**src/rtl/mult_arbiter.sv**
```systemverilog
// Two-requester round-robin front end for a shared external 8x8 multiplier.
// Holds the granted operands on the multiplier for SETTLE_CYCLES edges, then captures the product.
module mult_arbiter #(
  parameter int unsigned SETTLE_CYCLES = 1
) (
  input  logic        clk,
  input  logic        reset,
  input  logic        req0_valid,
  output logic        req0_ready,
  input  logic [7:0]  req0_a,
  input  logic [7:0]  req0_b,
  input  logic        req1_valid,
  output logic        req1_ready,
  input  logic [7:0]  req1_a,
  input  logic [7:0]  req1_b,
  output logic [7:0]  mul_in1,
  output logic [7:0]  mul_in2,
  input  logic [15:0] mul_out,
  output logic        rsp_valid,
  input  logic        rsp_ready,
  output logic        rsp_id,
  output logic [15:0] rsp_data,
  output logic        busy
);

  localparam int unsigned CNT_W = 4;

  typedef enum logic [1:0] {IDLE, CALC, RESP} state_t;

  state_t             state;
  logic [CNT_W-1:0]   cnt;
  logic               op_id;
  logic               last_id;
  logic               grant;

  // Round-robin only matters on a tie; a lone requester always wins.
  always_comb begin
    grant = req1_valid;
    if (req0_valid && req1_valid) grant = ~last_id;
  end

  assign req0_ready = !reset && (state == IDLE) && req0_valid && !grant;
  assign req1_ready = !reset && (state == IDLE) && req1_valid && grant;
  assign busy       = (state != IDLE);

  always_ff @(posedge clk or posedge reset) begin
    if (reset) begin
      state     <= IDLE;
      cnt       <= '0;
      op_id     <= 1'b0;
      last_id   <= 1'b1;
      mul_in1   <= '0;
      mul_in2   <= '0;
      rsp_valid <= 1'b0;
      rsp_id    <= 1'b0;
      rsp_data  <= '0;
    end else begin
      case (state)
        IDLE: begin
          if (req0_ready) begin
            mul_in1 <= req0_a;
            mul_in2 <= req0_b;
            op_id   <= 1'b0;
            last_id <= 1'b0;
            cnt     <= CNT_W'(SETTLE_CYCLES);
            state   <= CALC;
          end else if (req1_ready) begin
            mul_in1 <= req1_a;
            mul_in2 <= req1_b;
            op_id   <= 1'b1;
            last_id <= 1'b1;
            cnt     <= CNT_W'(SETTLE_CYCLES);
            state   <= CALC;
          end
        end
        CALC: begin
          // Capture on the edge where the settle count expires.
          cnt <= cnt - CNT_W'(1);
          if (cnt == CNT_W'(1)) begin
            rsp_data  <= mul_out;
            rsp_id    <= op_id;
            rsp_valid <= 1'b1;
            state     <= RESP;
          end
        end
        RESP: begin
          if (rsp_ready) begin
            rsp_valid <= 1'b0;
            state     <= IDLE;
          end
        end
        default: state <= IDLE;
      endcase
    end
  end

endmodule

```
**config.mk**
```make
export PLATFORM = sky130hd
export DESIGN_NAME = mult_arbiter
export DESIGN_NICKNAME = d
export VERILOG_FILES = /design/src/rtl/mult_arbiter.sv
export SDC_FILE = /design/constraint.sdc
export NUM_CORES = 1
export LEC_CHECK = 0
export BUFFER_PORTS_ARGS = -buffer_cell sky130_fd_sc_hd__buf_2
export CELL_PAD_IN_SITES_DETAIL_PLACEMENT = 0
export CELL_PAD_IN_SITES_GLOBAL_PLACEMENT = 2
export CORE_MARGIN = 3
export CORE_UTILIZATION = 27
export DETAILED_ROUTE_END_ITERATION = 16
export HOLD_SLACK_MARGIN = 0.12
export PLACE_DENSITY = 0.9
export SETUP_SLACK_MARGIN = 0.4
export SLEW_MARGIN = 20
export SYNTH_ARGS = -nofsm -noshare
export SYNTH_HDL_FRONTEND = slang
export SYNTH_SLANG_ARGS = --single-unit
```
**constraint.sdc**
```tcl
create_clock -name clk -period 2.2 [get_ports clk]
set_clock_uncertainty 0.2 [all_clocks]
set_input_delay 0.22 -clock clk [delete_from_list [all_inputs] [get_ports clk]]
set_output_delay 0.22 -clock clk [all_outputs]
set_load 0.05 [all_outputs]
```
==> qor.csv <==
metric,value,unit
status,finished clean,
Initial Util,0.282,
vias in the first global route,1930,
largest net degree at the start of global routing,29,
Synth Area in Compound Gates,0.169,
Die Y-Extent,90.9,um
sequential share of power,0.284,
worst slew margin relative to its limit,0.614,
Final ANT Viol Nets,0,
Total Routing Usage GR,0.148,
pwr/cell area,1490,nW/um2
multiplexer area fraction after synthesis,0.0983,
critical path type,register to output port,
Multi-input gate area,878,um2
sequential share of the synthesized area,0.540,
final hold vios,0,
first-pass GRT wire length,9.78,mm
clk sinks,42,
Clock Pin Slew Worst Setup and Hold Paths,0.08,ns
Tightest Pin Transition,0.578,ns
Worst EP arrival,1.54,ns
Synth Area in XOR/XNOR,0.00450,
Routed WL,6.15,mm
post-synthesis net count,234,
I/O Buffers,89,
# IOs,90,
Worst-Skew Late Latency,0.30,ns
Seq cells post-synth,42,
Layout fillers,666,
Net Sw Power,2.51,mW
CP max FO,2,
DRT Pass-1 Iters,4,
htree depth,2,
RSZ-0062 raised after global routing,true,
dpl cells,360,
clock power share,0.107,
VDD IR max,0.000546,V
fmax,0.510,GHz
total CTS buffers,5,
cells after synthesis,179,
DIE WIDTH,90.9,um
max_cap viols,0,
initial antenna violation count,0,
Site Rows,30,
Layout Utilization,0.475,
min Tclk post-route,1.96,ns
fin crit share,0.891,
critical path required time,1.78,ns
Final nets,385,
Max Root-Sink Buffers,2,
startpoint types,register,
Final Slew Violations,0,
DR vias/cell,4.52,
core footprint,6910,um2
Remaining DRCs,0,
Area Growth Syn to Fin,68.3,%
clk root buf,clkbuf_8,
DP HPWL,3.95,mm
nature of the critical path endpoint,output port,
Synth Area in Simple Gates,0.119,
synth warn,0,
P_int,2.37,mW
Routability Congestion,0.737,
vias post-DR,1930,
DIE AREA,8270,um2
Synth Area in Adders,0.0128,
switching share of power,0.514,
Leak Pwr,1.47,nW
"Cell Area, Synth",1950,um2
Synth async-reset ratio,1.00,
"commonest non-fill, non-tap cells in the layout","buf_2 (86), dlygate4sd3_1 (51), dfrtp_1 (41)",
Tot Pwr,4.88,mW
post-route insts no fill,427,
Most used DFF post-synth,dfrtp_1,
grt total ovfl,0,
"EDFF count, synth",0,
Synth cell types,35,
Ant. Diodes,0,
CTS tree,built,
"most common cell after layout, fill and taps aside",buf_2,
Comb pwr share,0.609,
Reg area,1050,um2
HP Class,input port to register,
count of final setup violators,0,
DR iter-0 viols,107,
setup TNS,0,ns
Avg WL per Cell,14.4,um
Mapped Avg Cell Area,10.9,um2
share of layout cells above drive strength 1,0.453,
largest family of logic cells by synthesized area,compound AO/OA/AOI/OAI gates,
## routing by layer
layer,wire [um],vias to the layer above,GRT usage
met5,0,-,0
met4,110,0,0.0515
met3,243,10,0.0381
met2,2970,53,0.231
met1,2830,910,0.199
li1,-,957,-
## Yosys cell counts (all sizes together), types with 2 or more instances
cell type  number  area [um2]
nor4b           2        32.5
buf            11        76.3
a31oi          16         100
nor2            3        13.8
nand2b          3        18.8
nor2b           2        12.5
a21oi          19        95.1
o21ai          19        95.1
clkbuf          4        15.0
inv             5        18.8
ha              2        25.0
nand3          16        80.1
nand2           5        21.3
dfrtp          41        1030
mux2           17         191
or2             2        12.5
## critical path: stages, from the launching register on
cell	delay, ns
dfrtp_1	0.39
or4b_4	0.58
nor2_4	0.12
buf_8	0.15
## power groups by stage
stage	clock network (mW)	registers, mW	logic [mW]
2_1_floorplan	0	2.47	0.945
3_3_place_gp	0	1.38	2.63
3_5_place_dp	0	1.38	2.66
4_1_cts	0.543	1.37	2.79
5_1_grt	0.574	1.43	3.16
6_report	0.524	1.39	2.97
## sequential cells by signal, summed over array words and instances, names as in the netlist
| name | cells |
|---|---|
| cnt | 4 |
| last_id | 1 |
| mul_in1 | 8 |
| mul_in2 | 8 |
| op_id | 1 |
| rsp_data | 16 |
| rsp_id | 1 |
| rsp_valid | 1 |
| state | 2 |
## per-stage QoR
| stage | cell area [um2] | setup WS, ns | hold WS, ns |
|---|---|---|---|
| CTS | 3180 | 0.243 | 0.190 |
| global route | 3280 | 0.210 | 0.235 |
| detailed placement | 2520 | 0.339 | 0.179 |
| floorplan | 1960 | 0.238 | 0.127 |
| global placement | 2520 | 0.343 | 0.172 |
| finish | 3280 | 0.240 | 0.205 |
## layout make-up
cell class,instances,area share
Timing Repair Buffer,157,0.340
Sequential cell,42,0.321
Multi-Input combinational cell,119,0.268
Tap cell,96,0.0366
Clock buffer,6,0.0252
Inverter,5,0.00573
Clock inverter,2,0.00382
## worst paths after layout
path | slack, ns | cells after the start | to | from
setup / recovery | 0.24 | 3 | req0_ready | state[1]
hold / removal | 0.20 | 5 | last_id | reset
setup reg to reg | 0.38 | 5 | rsp_data[3] | cnt[0]
hold reg to reg | 0.30 | 1 | rsp_data[14] | rsp_data[14]
max in group asynchronous | 0.83 | 4 | mul_in1[4] | reset
min in group asynchronous | 0.41 | 3 | mul_in2[2] | reset
## cells by family (layout without fill, tap and decap cells)
| kind of cell | count (synthesis) | in the layout |
|---|---|---|
| buf+inv | 20 | 170 |
| mux | 17 | 17 |
| simple gates | 38 | 40 |
| fa+ha+maj | 2 | 2 |
| flops | 42 | 42 |
| xor+xnor | 1 | 1 |
| compound gates | 59 | 59 |
## repair_timing
action | CTS | global route
resized for setup | 8 | 16
endpoints found under the hold margin | 61 | 0
cloned | 0 | 2
setup buffers | 3 | 3
setup endpoints to repair | 31 | 32
pin swaps | 3 | 0
hold buffers | 51 | 0
(Power assumes the default switching activity.)
